**src/rtl/lockstep_periph_master_pkg.sv**
```systemverilog
// ---------------------------------------------------------------------------
// lockstep_periph_pkg
//
// Shared types for the peripheral-crossbar initiator.
//
// Contents:
//   PKG_ADDR_WIDTH / PKG_DATA_WIDTH / PKG_BE_WIDTH
//       Storage widths of the command and response records. The master's
//       ADDR_WIDTH / DATA_WIDTH parameters default to these values.
//   OPC_ERR   response opcode value that flags an error
//   state_e   transaction FSM states
//   cmd_t     latched command (address, direction, write data, byte enables)
//   rsp_t     latched response (read data, error, timeout flag)
//   captureRsp / timeoutRsp
//       Build the response record handed back to the sequencer.
// ---------------------------------------------------------------------------
package lockstep_periph_pkg;

    localparam int unsigned PKG_ADDR_WIDTH = 32;
    localparam int unsigned PKG_DATA_WIDTH = 32;
    localparam int unsigned PKG_BE_WIDTH   = PKG_DATA_WIDTH / 8;

    localparam logic OPC_ERR = 1'b1;

    typedef enum logic [1:0] {
        IDLE   = 2'd0,
        REQ    = 2'd1,
        WAIT_R = 2'd2,
        RSP    = 2'd3
    } state_e;

    typedef struct packed {
        logic [PKG_ADDR_WIDTH-1:0] addr;
        logic                      we;
        logic [PKG_DATA_WIDTH-1:0] wdata;
        logic [PKG_BE_WIDTH-1:0]   be;
    } cmd_t;

    typedef struct packed {
        logic [PKG_DATA_WIDTH-1:0] rdata;
        logic                      err;
        logic                      timeout;
    } rsp_t;

    // Read data is only meaningful for a successful read, so writes and
    // error responses report zero data to the sequencer.
    function automatic rsp_t captureRsp(input logic                      isWrite,
                                        input logic                      opc,
                                        input logic [PKG_DATA_WIDTH-1:0] rdata);
        rsp_t rsp;
        rsp.err     = (opc == OPC_ERR);
        rsp.timeout = 1'b0;
        rsp.rdata   = (isWrite || rsp.err) ? '0 : rdata;
        return rsp;
    endfunction

    // A transaction abandoned by the watchdog: error plus timeout, no data.
    function automatic rsp_t timeoutRsp();
        rsp_t rsp;
        rsp.rdata   = '0;
        rsp.err     = 1'b1;
        rsp.timeout = 1'b1;
        return rsp;
    endfunction

endpackage

```
**src/rtl/lockstep_periph_master_if.sv**
```systemverilog
// ---------------------------------------------------------------------------
// lockstep_periph_master_if
//
// Bundles the three streams the initiator talks on. Signal suffixes are
// written from the master's point of view.
//
//   Command stream (sequencer -> master):
//     cmd_valid_i, cmd_ready_o, cmd_addr_i, cmd_we_i, cmd_wdata_i, cmd_be_i
//   Response stream (master -> sequencer):
//     rsp_valid_o, rsp_ready_i, rsp_rdata_o, rsp_err_o, rsp_timeout_o
//   Peripheral bus (master <-> crossbar):
//     req_o, add_o, wen_o (active-low write), wdata_o, be_o, id_o, gnt_i,
//     r_valid_i, r_opc_i, r_id_i, r_rdata_i
//
// Modports:
//   master  the initiator itself
//   slave   everything around it (sequencer plus crossbar)
// ---------------------------------------------------------------------------
interface lockstep_periph_master_if #(
    parameter int unsigned ID_WIDTH   = 2,
    parameter int unsigned ADDR_WIDTH = 32,
    parameter int unsigned DATA_WIDTH = 32
);

    localparam int unsigned BE_WIDTH = DATA_WIDTH / 8;

    logic                  cmd_valid_i;
    logic                  cmd_ready_o;
    logic [ADDR_WIDTH-1:0] cmd_addr_i;
    logic                  cmd_we_i;
    logic [DATA_WIDTH-1:0] cmd_wdata_i;
    logic [BE_WIDTH-1:0]   cmd_be_i;

    logic                  rsp_valid_o;
    logic                  rsp_ready_i;
    logic [DATA_WIDTH-1:0] rsp_rdata_o;
    logic                  rsp_err_o;
    logic                  rsp_timeout_o;

    logic                  req_o;
    logic [ADDR_WIDTH-1:0] add_o;
    logic                  wen_o;
    logic [DATA_WIDTH-1:0] wdata_o;
    logic [BE_WIDTH-1:0]   be_o;
    logic [ID_WIDTH-1:0]   id_o;
    logic                  gnt_i;
    logic                  r_valid_i;
    logic                  r_opc_i;
    logic [ID_WIDTH-1:0]   r_id_i;
    logic [DATA_WIDTH-1:0] r_rdata_i;

    modport master (
        input  cmd_valid_i, cmd_addr_i, cmd_we_i, cmd_wdata_i, cmd_be_i,
        output cmd_ready_o,
        output rsp_valid_o, rsp_rdata_o, rsp_err_o, rsp_timeout_o,
        input  rsp_ready_i,
        output req_o, add_o, wen_o, wdata_o, be_o, id_o,
        input  gnt_i, r_valid_i, r_opc_i, r_id_i, r_rdata_i
    );

    modport slave (
        output cmd_valid_i, cmd_addr_i, cmd_we_i, cmd_wdata_i, cmd_be_i,
        input  cmd_ready_o,
        input  rsp_valid_o, rsp_rdata_o, rsp_err_o, rsp_timeout_o,
        output rsp_ready_i,
        input  req_o, add_o, wen_o, wdata_o, be_o, id_o,
        output gnt_i, r_valid_i, r_opc_i, r_id_i, r_rdata_i
    );

endinterface

```
**src/rtl/lockstep_periph_timeout_ctr.sv**
```systemverilog
// ---------------------------------------------------------------------------
// lockstep_periph_timeout_ctr
//
// Watchdog for the response wait. Counts enabled cycles since the last
// clear and flags the last permitted cycle.
//
// Ports:
//   clk_i     clock
//   rst_ni    synchronous active-low reset (count returns to 0)
//   clear_i   forces the count back to 0 (has priority over enable_i)
//   enable_i  advance the count by one this cycle
//   tc_o      count has reached TIMEOUT_CYCLES-1; constant 0 when
//             TIMEOUT_CYCLES is 0 (watchdog disabled)
// ---------------------------------------------------------------------------
module lockstep_periph_timeout_ctr #(
    parameter int unsigned TIMEOUT_CYCLES = 256
) (
    input  logic clk_i,
    input  logic rst_ni,
    input  logic clear_i,
    input  logic enable_i,
    output logic tc_o
);

    localparam int unsigned CNT_WIDTH = (TIMEOUT_CYCLES > 1) ? $clog2(TIMEOUT_CYCLES) : 1;
    localparam logic [CNT_WIDTH-1:0] TC_VALUE =
        (TIMEOUT_CYCLES > 0) ? CNT_WIDTH'(TIMEOUT_CYCLES - 1) : '0;

    logic [CNT_WIDTH-1:0] count_q;
    logic [CNT_WIDTH-1:0] count_d;

    // Next count: clear wins, otherwise step while enabled. The count parks
    // at the terminal value so it can never wrap back into the window and
    // miss the timeout if the owner keeps it enabled for longer.
    always_comb begin
        count_d = count_q;
        if (clear_i) begin
            count_d = '0;
        end else if (enable_i && (count_q != TC_VALUE)) begin
            count_d = count_q + CNT_WIDTH'(1);
        end
    end

    // Count register with synchronous reset.
    always_ff @(posedge clk_i) begin
        if (!rst_ni) begin
            count_q <= '0;
        end else begin
            count_q <= count_d;
        end
    end

    // With the watchdog disabled the terminal count must never fire, even
    // though the counter register still exists.
    if (TIMEOUT_CYCLES == 0) begin : gNoTimeout
        assign tc_o = 1'b0;
    end else begin : gTimeout
        assign tc_o = (count_q == TC_VALUE);
    end

endmodule

```
**src/rtl/lockstep_periph_master.sv**
```systemverilog
// ---------------------------------------------------------------------------
// lockstep_periph_master
//
// Initiator end of the cluster peripheral-crossbar protocol. Converts a
// valid/ready command stream into single-outstanding bus transactions and
// returns read data / error status on a valid/ready response stream.
//
// Ports:
//   clk_i    clock
//   rst_ni   synchronous active-low reset
//   bus      lockstep_periph_master_if.master
//              command stream : cmd_valid_i/cmd_ready_o, cmd_addr_i,
//                               cmd_we_i, cmd_wdata_i, cmd_be_i
//              response stream: rsp_valid_o/rsp_ready_i, rsp_rdata_o,
//                               rsp_err_o, rsp_timeout_o
//              peripheral bus : req_o, add_o, wen_o (0 = write), wdata_o,
//                               be_o, id_o (= MASTER_ID), gnt_i, r_valid_i,
//                               r_opc_i (1 = error), r_id_i, r_rdata_i
//
// Flow: IDLE accepts a command, REQ holds the request until granted,
// WAIT_R waits (under watchdog) for a response carrying our ID, RSP holds
// the result until the sequencer takes it. A response arriving together
// with the grant skips WAIT_R.
// ---------------------------------------------------------------------------
module lockstep_periph_master
    import lockstep_periph_pkg::*;
#(
    parameter int unsigned ID_WIDTH       = 2,
    parameter int unsigned MASTER_ID      = 0,
    parameter int unsigned ADDR_WIDTH     = PKG_ADDR_WIDTH,
    parameter int unsigned DATA_WIDTH     = PKG_DATA_WIDTH,
    parameter int unsigned TIMEOUT_CYCLES = 256
) (
    input logic                     clk_i,
    input logic                     rst_ni,
    lockstep_periph_master_if.master bus
);

    localparam int unsigned BE_WIDTH = DATA_WIDTH / 8;
    localparam logic [ID_WIDTH-1:0] OWN_ID = ID_WIDTH'(MASTER_ID);

    state_e state_q;
    state_e state_d;
    logic   req_q;
    logic   req_d;
    cmd_t   cmd_q;
    cmd_t   cmd_d;
    rsp_t   rsp_q;
    rsp_t   rsp_d;

    logic   rspMatch;
    logic   cntClear;
    logic   cntEnable;
    logic   timeoutTc;

    // Responses tagged for other initiators share the return path and must
    // be ignored entirely.
    assign rspMatch = bus.r_valid_i && (bus.r_id_i == OWN_ID);

    lockstep_periph_timeout_ctr #(
        .TIMEOUT_CYCLES (TIMEOUT_CYCLES)
    ) u_timeout_ctr (
        .clk_i    (clk_i),
        .rst_ni   (rst_ni),
        .clear_i  (cntClear),
        .enable_i (cntEnable),
        .tc_o     (timeoutTc)
    );

    // Next-state and datapath decisions. The watchdog only runs in WAIT_R
    // and is held clear everywhere else, so every wait starts from zero.
    // A matching response on the last watchdog cycle still wins over the
    // timeout. Responses seen in IDLE or RSP fall through the default and
    // are dropped, which covers late replies to a timed-out transaction.
    always_comb begin
        state_d   = state_q;
        req_d     = req_q;
        cmd_d     = cmd_q;
        rsp_d     = rsp_q;
        cntClear  = 1'b1;
        cntEnable = 1'b0;

        case (state_q)
            IDLE: begin
                if (bus.cmd_valid_i) begin
                    cmd_d.addr  = PKG_ADDR_WIDTH'(bus.cmd_addr_i);
                    cmd_d.we    = bus.cmd_we_i;
                    cmd_d.wdata = PKG_DATA_WIDTH'(bus.cmd_wdata_i);
                    cmd_d.be    = PKG_BE_WIDTH'(bus.cmd_be_i);
                    req_d       = 1'b1;
                    state_d     = REQ;
                end
            end

            REQ: begin
                if (bus.gnt_i) begin
                    req_d = 1'b0;
                    if (rspMatch) begin
                        rsp_d   = captureRsp(cmd_q.we, bus.r_opc_i,
                                             PKG_DATA_WIDTH'(bus.r_rdata_i));
                        state_d = RSP;
                    end else begin
                        state_d = WAIT_R;
                    end
                end
            end

            WAIT_R: begin
                cntClear  = 1'b0;
                cntEnable = 1'b1;
                if (rspMatch) begin
                    rsp_d   = captureRsp(cmd_q.we, bus.r_opc_i,
                                         PKG_DATA_WIDTH'(bus.r_rdata_i));
                    state_d = RSP;
                end else if (timeoutTc) begin
                    rsp_d   = timeoutRsp();
                    state_d = RSP;
                end
            end

            RSP: begin
                if (bus.rsp_ready_i) begin
                    state_d = IDLE;
                end
            end

            default: begin
                state_d = IDLE;
                req_d   = 1'b0;
            end
        endcase
    end

    // State, bus-side request/command and captured response all live in
    // flops so the bus outputs come straight from registers. Reset clears
    // the latched command, which leaves wen_o at 1 (read) and drops req_o
    // on the reset edge even mid-transaction.
    always_ff @(posedge clk_i) begin
        if (!rst_ni) begin
            state_q <= IDLE;
            req_q   <= 1'b0;
            cmd_q   <= '0;
            rsp_q   <= '0;
        end else begin
            state_q <= state_d;
            req_q   <= req_d;
            cmd_q   <= cmd_d;
            rsp_q   <= rsp_d;
        end
    end

    // Only one transaction may be outstanding, so commands are accepted
    // exclusively in IDLE and the response is presented only in RSP.
    assign bus.cmd_ready_o   = (state_q == IDLE);
    assign bus.rsp_valid_o   = (state_q == RSP);
    assign bus.rsp_rdata_o   = DATA_WIDTH'(rsp_q.rdata);
    assign bus.rsp_err_o     = rsp_q.err;
    assign bus.rsp_timeout_o = rsp_q.timeout;

    // The bus write-enable is active-low, hence the inversion of the
    // stored direction bit.
    assign bus.req_o   = req_q;
    assign bus.add_o   = ADDR_WIDTH'(cmd_q.addr);
    assign bus.wen_o   = ~cmd_q.we;
    assign bus.wdata_o = DATA_WIDTH'(cmd_q.wdata);
    assign bus.be_o    = BE_WIDTH'(cmd_q.be);
    assign bus.id_o    = OWN_ID;

endmodule

```
**src/flat_wrapper.sv**
```systemverilog
// flat-port wrapper written by rule: the top's interface ports become plain ports
module lockstep_periph_master_flat import lockstep_periph_pkg::*;
#(
    parameter int unsigned ID_WIDTH       = 2,
    parameter int unsigned MASTER_ID      = 0,
    parameter int unsigned ADDR_WIDTH     = PKG_ADDR_WIDTH,
    parameter int unsigned DATA_WIDTH     = PKG_DATA_WIDTH,
    parameter int unsigned TIMEOUT_CYCLES = 256
)
  (clk_i, rst_ni, bus_cmd_valid_i, bus_cmd_addr_i, bus_cmd_we_i, bus_cmd_wdata_i, bus_cmd_be_i, bus_cmd_ready_o, bus_rsp_valid_o, bus_rsp_rdata_o, bus_rsp_err_o, bus_rsp_timeout_o, bus_rsp_ready_i, bus_req_o, bus_add_o, bus_wen_o, bus_wdata_o, bus_be_o, bus_id_o, bus_gnt_i, bus_r_valid_i, bus_r_opc_i, bus_r_id_i, bus_r_rdata_i);
  lockstep_periph_master_if #(.ID_WIDTH(ID_WIDTH), .ADDR_WIDTH(ADDR_WIDTH), .DATA_WIDTH(DATA_WIDTH)) bus_i ();
  input logic clk_i;
  input logic rst_ni;
  input wire logic [$bits(bus_i.cmd_valid_i)-1:0] bus_cmd_valid_i;
  input wire logic [$bits(bus_i.cmd_addr_i)-1:0] bus_cmd_addr_i;
  input wire logic [$bits(bus_i.cmd_we_i)-1:0] bus_cmd_we_i;
  input wire logic [$bits(bus_i.cmd_wdata_i)-1:0] bus_cmd_wdata_i;
  input wire logic [$bits(bus_i.cmd_be_i)-1:0] bus_cmd_be_i;
  output wire logic [$bits(bus_i.cmd_ready_o)-1:0] bus_cmd_ready_o;
  output wire logic [$bits(bus_i.rsp_valid_o)-1:0] bus_rsp_valid_o;
  output wire logic [$bits(bus_i.rsp_rdata_o)-1:0] bus_rsp_rdata_o;
  output wire logic [$bits(bus_i.rsp_err_o)-1:0] bus_rsp_err_o;
  output wire logic [$bits(bus_i.rsp_timeout_o)-1:0] bus_rsp_timeout_o;
  input wire logic [$bits(bus_i.rsp_ready_i)-1:0] bus_rsp_ready_i;
  output wire logic [$bits(bus_i.req_o)-1:0] bus_req_o;
  output wire logic [$bits(bus_i.add_o)-1:0] bus_add_o;
  output wire logic [$bits(bus_i.wen_o)-1:0] bus_wen_o;
  output wire logic [$bits(bus_i.wdata_o)-1:0] bus_wdata_o;
  output wire logic [$bits(bus_i.be_o)-1:0] bus_be_o;
  output wire logic [$bits(bus_i.id_o)-1:0] bus_id_o;
  input wire logic [$bits(bus_i.gnt_i)-1:0] bus_gnt_i;
  input wire logic [$bits(bus_i.r_valid_i)-1:0] bus_r_valid_i;
  input wire logic [$bits(bus_i.r_opc_i)-1:0] bus_r_opc_i;
  input wire logic [$bits(bus_i.r_id_i)-1:0] bus_r_id_i;
  input wire logic [$bits(bus_i.r_rdata_i)-1:0] bus_r_rdata_i;
  assign bus_i.cmd_valid_i = bus_cmd_valid_i;
  assign bus_i.cmd_addr_i = bus_cmd_addr_i;
  assign bus_i.cmd_we_i = bus_cmd_we_i;
  assign bus_i.cmd_wdata_i = bus_cmd_wdata_i;
  assign bus_i.cmd_be_i = bus_cmd_be_i;
  assign bus_cmd_ready_o = bus_i.cmd_ready_o;
  assign bus_rsp_valid_o = bus_i.rsp_valid_o;
  assign bus_rsp_rdata_o = bus_i.rsp_rdata_o;
  assign bus_rsp_err_o = bus_i.rsp_err_o;
  assign bus_rsp_timeout_o = bus_i.rsp_timeout_o;
  assign bus_i.rsp_ready_i = bus_rsp_ready_i;
  assign bus_req_o = bus_i.req_o;
  assign bus_add_o = bus_i.add_o;
  assign bus_wen_o = bus_i.wen_o;
  assign bus_wdata_o = bus_i.wdata_o;
  assign bus_be_o = bus_i.be_o;
  assign bus_id_o = bus_i.id_o;
  assign bus_i.gnt_i = bus_gnt_i;
  assign bus_i.r_valid_i = bus_r_valid_i;
  assign bus_i.r_opc_i = bus_r_opc_i;
  assign bus_i.r_id_i = bus_r_id_i;
  assign bus_i.r_rdata_i = bus_r_rdata_i;
  lockstep_periph_master #(.ID_WIDTH(ID_WIDTH), .MASTER_ID(MASTER_ID), .ADDR_WIDTH(ADDR_WIDTH), .DATA_WIDTH(DATA_WIDTH), .TIMEOUT_CYCLES(TIMEOUT_CYCLES)) u_core (.clk_i(clk_i), .rst_ni(rst_ni), .bus(bus_i));
endmodule
```
**config.mk**
```make
export PLATFORM = sky130hd
export DESIGN_NAME = lockstep_periph_master_flat
export DESIGN_NICKNAME = d
export VERILOG_FILES = /design/src/rtl/lockstep_periph_master_pkg.sv /design/src/rtl/lockstep_periph_master_if.sv /design/src/rtl/lockstep_periph_timeout_ctr.sv /design/src/rtl/lockstep_periph_master.sv /design/src/flat_wrapper.sv
export SDC_FILE = /design/constraint.sdc
export NUM_CORES = 1
export LEC_CHECK = 0
export BUFFER_PORTS_ARGS = -buffer_cell sky130_fd_sc_hd__buf_2
export CORE_MARGIN = 10
export CORE_UTILIZATION = 35
export CTS_CLUSTER_SIZE = 20
export DETAILED_ROUTE_END_ITERATION = 12
export PLACE_DENSITY_LB_ADDON = 0.05
export SYNTH_ARGS = -nofsm -noshare
export SYNTH_HDL_FRONTEND = slang
export SYNTH_SLANG_ARGS = --single-unit
```
**constraint.sdc**
```tcl
create_clock -name clk_i -period 5.77 [get_ports clk_i]
set_input_delay 0.8655 -clock clk_i [delete_from_list [all_inputs] [get_ports clk_i]]
set_output_delay 0.8655 -clock clk_i [all_outputs]
set_load 0.05 [all_outputs]
```
==> metrics.yaml, run 1 <==
setup_path:
  cp_slowest_cell: "and2_1"
  crit_path_end_kind: "flop"
  cpLargestDelayFamily: "simple AND/OR/NAND/NOR gates"
  max_stage_delay_ns: 1.08
  rrSetupSlack_ns: 2.88
  arrival_ns: 3.56
  startpoint_type: "input port"
  cp_num_buf_inv: 1
  worstPathCellList: "buf_2 > or3b_1 > o2bb2ai_4 > and2_1 > a31o_2"
  crit_type: "input port to flop"
  required_ns: 6.12
  crit_fanout: 36
grt:
  antenna_found_initial: 0
  grt_max_degree: 70
  grt_use_total_pct: 14.6
  grt_pass1_vias: 4299
  grt_pass1_wl_um: 22900
  grt-ovfl-total: 0
synthesis:
  synthCells: 604
  netlist_area_um2: 4910
  synthArstFlopShare_pct: 0
  synthDistinctLibCells: 36
  yosysSeqAreaShare_pct: 46.5
  ys_warn_count: 0
  synth_edf_count: 0
  synth-main-ff-cell: "dfxtp_1"
  syn_avg_cell_area_um2: 8.12
  synth_seq_cells: 114
drt:
  wl_per_cell_um: 15.7
  ant_nets: 0
  vias: 4379
  drt_wl_total_um: 14500
  routed_via_density: 4.74
  drtIter0Drc: 250
  dr_wl_met3_um: 1220
  drc: 0
  wl_met1_um: 6870
  topRoutingLayerUsed: "met4"
  drt_first_pass_iters: 4
  wl_met2_um: 6230
clock_network:
  clockBufferDepth: 2
  cts_root_buffer: "clkbuf_16"
  ctsHoldBuffers: 0
  postCtsSetupRepairBufs: 0
  clkSinkCount: 114
  cts-buffers-inserted: 17
  postCtsResizedCells: 0
  cts.clk_slew.worst_paths_ns: 0.05
  clock_latency_ns: 0.41
  htreeDepth: 4
  cts_tree: "built"
die:
  die_w_um: 138
  die_h_um: 138
  die_area_um2: 19200
  core_um2: 13800
  boundaryPins: 218
  rows: 43
  start_util_pct: 35.5
layout:
  fin_cells: 924
  final_nets: 846
  nFillCells: 1415
  postLayoutCoreUtil_pct: 43.7
  stdcell_area_um2: 6040
  area.growth.synth_to_final_pct: 23.1
  drive_gt1_share_pct: 34.0
  antenna_cells: 0
placed_design:
  dpl.hpwl_um: 10300
  dp_cells: 892
  place.gp.congestion: 0.773
  io_buffers: 215
  post_dp_cell_area_um2: 5520
power_and_ir_drop:
  p_leak_nw: 2.82
  p_comb_share_pct: 36.8
  power_frac_seq_pct: 32.6
  clkPwrFrac_pct: 30.6
  internal_power_mw: 1.74
  switching_share_pct: 42.1
  max-vdd-ir-drop_v: 0.000205
  p_switching_mw: 1.27
  power_mw: 3.01
  powerDensity_nw_per_um2: 498
worst_hold_path:
  hp-class: "flop to flop"
sta:
  setup_viol: 0
  fmax_ghz: 0.312
  fin_skew_ns: 0.00686
  grt_setup_unrepaired: "false"
  period_minus_slack_ns: 3.20
  maxSlewViolCount: 0
  worstMarginPinSlew_ns: 1.25
  min_period_over_period_pct: 55.5
  slew_headroom_pct: 16.7
  hold_viol: 0
  setup_tns_ns: 0
flow_run:
  max_cap_viol_count: 0
status:
  status: "completed"
## stage by stage
step	hold WS, ns	setup slack (ns)
after floorplan	0.436	3.61
after global placement	0.439	2.19
after global routing	0.473	2.36
final	0.447	2.57
after detailed placement	0.443	2.15
after CTS	0.450	2.58
## placed cells by master, fill, tap and decap left out, drive strengths merged
cell type and instances:
a21oi 107, dfxtp 114, conb 2, and2 2, and3 4, ha 5
nor2 8, o21a 1, a31oi 1, o41ai 1, a222oi 1, nor4b 2
buf 219, mux2i 1, inv 8, clkinv 6, or3b 1, o211ai 5
xor2 2, clkbuf 26, a31o 32, a221oi 1, o2bb2ai 1, nand2 182
o21ai 3, nor3 1, nand4 1, or4 1, a211oi 2, nand3 4
## cells in the mapped netlist (all sizes together) (2+ instances only)
master,n,share of area [%]
xor2,2,0.36
buf,88,13
nand3,4,0.41
nand2,182,14
a31o,32,5.7
o21ai,3,0.31
dfxtp,114,47
clkbuf,24,1.8
a211oi,2,0.31
and2,2,0.25
nor2,8,0.61
and3,4,0.51
ha,5,1.3
inv,8,0.61
o211ai,5,0.87
nor4b,2,0.36
a21oi,107,11
## cells by family after synthesis
family / share of synthesized area [%]
AOI/OAI and AO/OA: 19.6
muxes: 0.204
adders and majority gates: 1.27
DFF: 46.5
other: 0.0764
xor gates and xnor gates: 0.357
buffers and inverters: 15.4
and+or+nand+nor: 16.6
## layout make-up
| class | instances | area [um^2] | area share, % |
|---|---|---|---|
| clock buffers | 26 | 489 | 8.10 |
| flip-flops and latches | 114 | 2280 | 37.8 |
| repair buffers | 219 | 1110 | 18.3 |
| multi-input cells | 371 | 1880 | 31.1 |
| clock inverters | 6 | 30.0 | 0.497 |
| well taps | 180 | 225 | 3.73 |
| inverters | 8 | 30.0 | 0.497 |
## registers in the layout, indices dropped and copies added, names as in the netlist
name	flops
u_core.bus.be_o	4
u_core.bus.req_o	1
u_core.bus.rsp_rdata_o	32
u_core.bus.add_o	32
u_core.bus.rsp_err_o	1
u_core.bus.wdata_o	32
u_core.u_timeout_ctr.count_q	8
u_core.state_q	2
u_core.cmd_q	1
u_core.bus.rsp_timeout_o	1
## tightest hold or removal path, cell delays in order (launching register included)
cell and delay, ns:
dfxtp_1 0.30, nand2_1 0.05, a21oi_1 0.05
## power by group through the flow
stage | combinational (mW) | clock (mW) | sequential, mW
2_1_floorplan | 0.901 | 0 | 1.08
3_3_place_gp | 1.11 | 0 | 0.993
3_5_place_dp | 1.12 | 0 | 0.997
4_1_cts | 1.12 | 0.947 | 0.982
5_1_grt | 1.19 | 0.987 | 0.996
6_report | 1.11 | 0.921 | 0.982
## final timing paths
path | start | end | depth (start not counted)
worst max-delay path | bus_r_id_i[1] | u_core.bus.rsp_rdata_o[30] | 5
worst max register to register | u_core.state_q[1] | u_core.bus.rsp_rdata_o[30] | 6
worst min-delay path | u_core.bus.wdata_o[1] | u_core.bus.wdata_o[1] | 2
worst min register to register | u_core.bus.wdata_o[1] | u_core.bus.wdata_o[1] | 2
## layer usage
| layer | GRT usage, % | up-vias |
|---|---|---|
| li1 | - | 2195 |
| met1 | 18.6 | 2014 |
| met2 | 20.9 | 157 |
| met3 | 6.40 | 13 |
| met4 | 5.88 | 0 |
| met5 | 0 | - |
Power figures use the tool's default switching activity.
==> inputs of run 2 (changes only) <==
==> constraint.sdc (replaced) <==
create_clock -name clk_i -period 2.6 [get_ports clk_i]
set_input_delay 0.39 -clock clk_i [delete_from_list [all_inputs] [get_ports clk_i]]
set_output_delay 0.39 -clock clk_i [all_outputs]
set_load 0.05 [all_outputs]
==> run 2 against run 1 <==
First-iteration DRC count fell by 36%; wire length shrank 2.1%; power increased by 130%; sequential cell count unchanged; worst hold slack worse by 0.25 ns; count of clock-buffer cells in the layout rose by 2; sequential share of layout area shrank 0.78 points; global-route usage shrank 0.18 points; via count decreased by 1.9%.
==> metrics.yaml, run 2 (synthesis gave the netlist of run 1 again) <==
status:
  status: "completed"
setup_path:
  rrSetupSlack_ns: 0.63  # -2.25 ns
  crit_fanout: 35  # -2.8%
  reg2regPathDepth: 6  # unchanged
  startpoint_type: "flop"
  arrival_ns: 2.27  # -1.29 ns
  crit_path_end_kind: "flop"
  crit_type: "flop to flop"
  required_ns: 2.90  # -3.22 ns
sta:
  fmax_ghz: 0.509
  period_minus_slack_ns: 1.97
  hold_viol: 0  # unchanged
  maxSlewViolCount: 0  # unchanged
  worstMarginPinSlew_ns: 0.700  # -0.550 ns
  grt_setup_unrepaired: "false"
  slew_headroom_pct: 53.4  # +37 points
  min_period_over_period_pct: 75.6
  setup_viol: 0  # unchanged
  setup_tns_ns: 0  # unchanged
  fin_skew_ns: 0.00598  # -0.000885 ns
  setup_slack_ns: 0.634  # -1.93 ns
drt:
  drc: 0  # unchanged
  ant_nets: 0  # unchanged
  drt_first_pass_iters: 4  # unchanged
  drtIter0Drc: 159  # -36%
  wl_per_cell_um: 15.3  # -2.6%
  vias: 4297  # -1.9%
  routed_via_density: 4.63  # -2.4%
  drt_wl_total_um: 14200  # -2.1%
worst_hold_path:
  whs_path_depth: 2  # unchanged
  hp-class: "input port to flop"
clock_network:
  clkSinkCount: 114  # unchanged
  postCtsSetupRepairBufs: 0  # unchanged
  htreeDepth: 4  # unchanged
  cts_tree: "built"
  cts_root_buffer: "clkbuf_16"
  ctsHoldBuffers: 0  # unchanged
  cts-buffers-inserted: 17  # unchanged
  cts.clk_slew.worst_paths_ns: 0.05  # about the same
  clock_latency_ns: 0.40  # about the same
  clockBufferDepth: 2  # unchanged
  postCtsResizedCells: 0  # unchanged
layout:
  fin_cells: 929  # +0.54%
  final_cell_mix: "215 x buf_2, 181 x nand2_1, 114 x dfxtp_1"
  final_nets: 851  # +0.59%
  stdcell_area_um2: 6170  # +2.1%
  area.growth.synth_to_final_pct: 25.7
  final_common_cell: "buf_2"
  postLayoutCoreUtil_pct: 44.6  # +0.92 points
  drive_gt1_share_pct: 34.6  # +0.57 points
  antenna_cells: 0  # unchanged
  nFillCells: 1438  # +1.6%
placed_design:
  dpl_worst_slack_ns: 0.592  # -1.56 ns
  place.gp.congestion: 0.758  # -1.9%
  post_dp_cell_area_um2: 5600  # +1.4%
  dp_cells: 897  # +0.56%
  io_buffers: 215  # unchanged
  dpl.hpwl_um: 10300  # -0.65%
die:
  die_w_um: 138  # unchanged
  boundaryPins: 218  # unchanged
  rows: 43  # unchanged
  die_area_um2: 19200  # unchanged
  start_util_pct: 35.5  # unchanged
  die_h_um: 138  # unchanged
  core_um2: 13800  # unchanged
power_and_ir_drop:
  powerDensity_nw_per_um2: 1120  # +130%
  p_leak_nw: 2.88  # +2.2%
  max-vdd-ir-drop_v: 0.000411  # +100%
grt:
  grt_use_total_pct: 14.4  # -0.18 points
  grt-ovfl-total: 0  # unchanged
  antenna_found_initial: 0  # unchanged
  grt_max_degree: 47  # -33%
  grt_pass1_wl_um: 22500  # -1.6%
  grt_pass1_vias: 4166  # -3.1%
flow_run:
  max_cap_viol_count: 0  # unchanged
run 2: cell count changes in the layout (fill, tap and decap cells not counted):
cell	before	now
buf_12	0	3
clkbuf_8	3	6
bufinv_16	0	1
clkinv_2	6	3
clkbuf_1	6	5
buf_4	4	6
run 2: report_power, final:
group          total (mW)  internal, mW  switching, mW
Sequential           2.17          2.03          0.142
Combinational        2.52         0.612           1.91
Clock                2.23          1.46          0.763
run 2: critical path: stages, from the launching register on:
cell	delay (ns)
dfxtp_1	0.38
ha_1	0.22
nand3_1	0.25
o211ai_2	0.23
buf_4	0.37
o211ai_1	0.15
a221oi_1	0.26
run 2: per-layer routing:
| layer | wire [um] | global-route usage (%) | vias to the layer above |
|---|---|---|---|
| li1 | - | - | 2202 |
| met1 | 6850 | 18.6 | 1926 |
| met2 | 6130 | 20.8 | 156 |
| met3 | 1090 | 5.92 | 13 |
| met4 | 142 | 5.33 | 0 |
| met5 | 0 | 0 | - |
run 2: per-stage QoR:
stage                     hold WS (ns)  power (mW)
after global placement           0.439        4.74
after CTS                        0.179        7.01
after floorplan                  0.436        4.39
final                            0.200        6.92
after detailed placement         0.443        4.76
after global routing             0.183        7.29
run 2: path summary, 6_finish.rpt:
check	endpoint	startpoint
min	u_core.bus.rsp_rdata_o[15]	bus_r_rdata_i[15]
max reg2reg	u_core.state_q[0]	u_core.u_timeout_ctr.count_q[1]
max	u_core.state_q[0]	u_core.u_timeout_ctr.count_q[1]
min reg2reg	u_core.bus.add_o[19]	u_core.bus.add_o[19]
run 2: area by class of cell:
class                           count  area [um^2]  share of cell area (%)
Sequential cell                   114         2280                    37.0
Clock inverter                      4         45.0                   0.730
Inverter                            8         30.0                   0.487
Clock buffer                       28          527                    8.54
Tap cell                          180          225                    3.65
Timing Repair Buffer              224         1180                    19.1
Multi-Input combinational cell    371         1880                    30.4
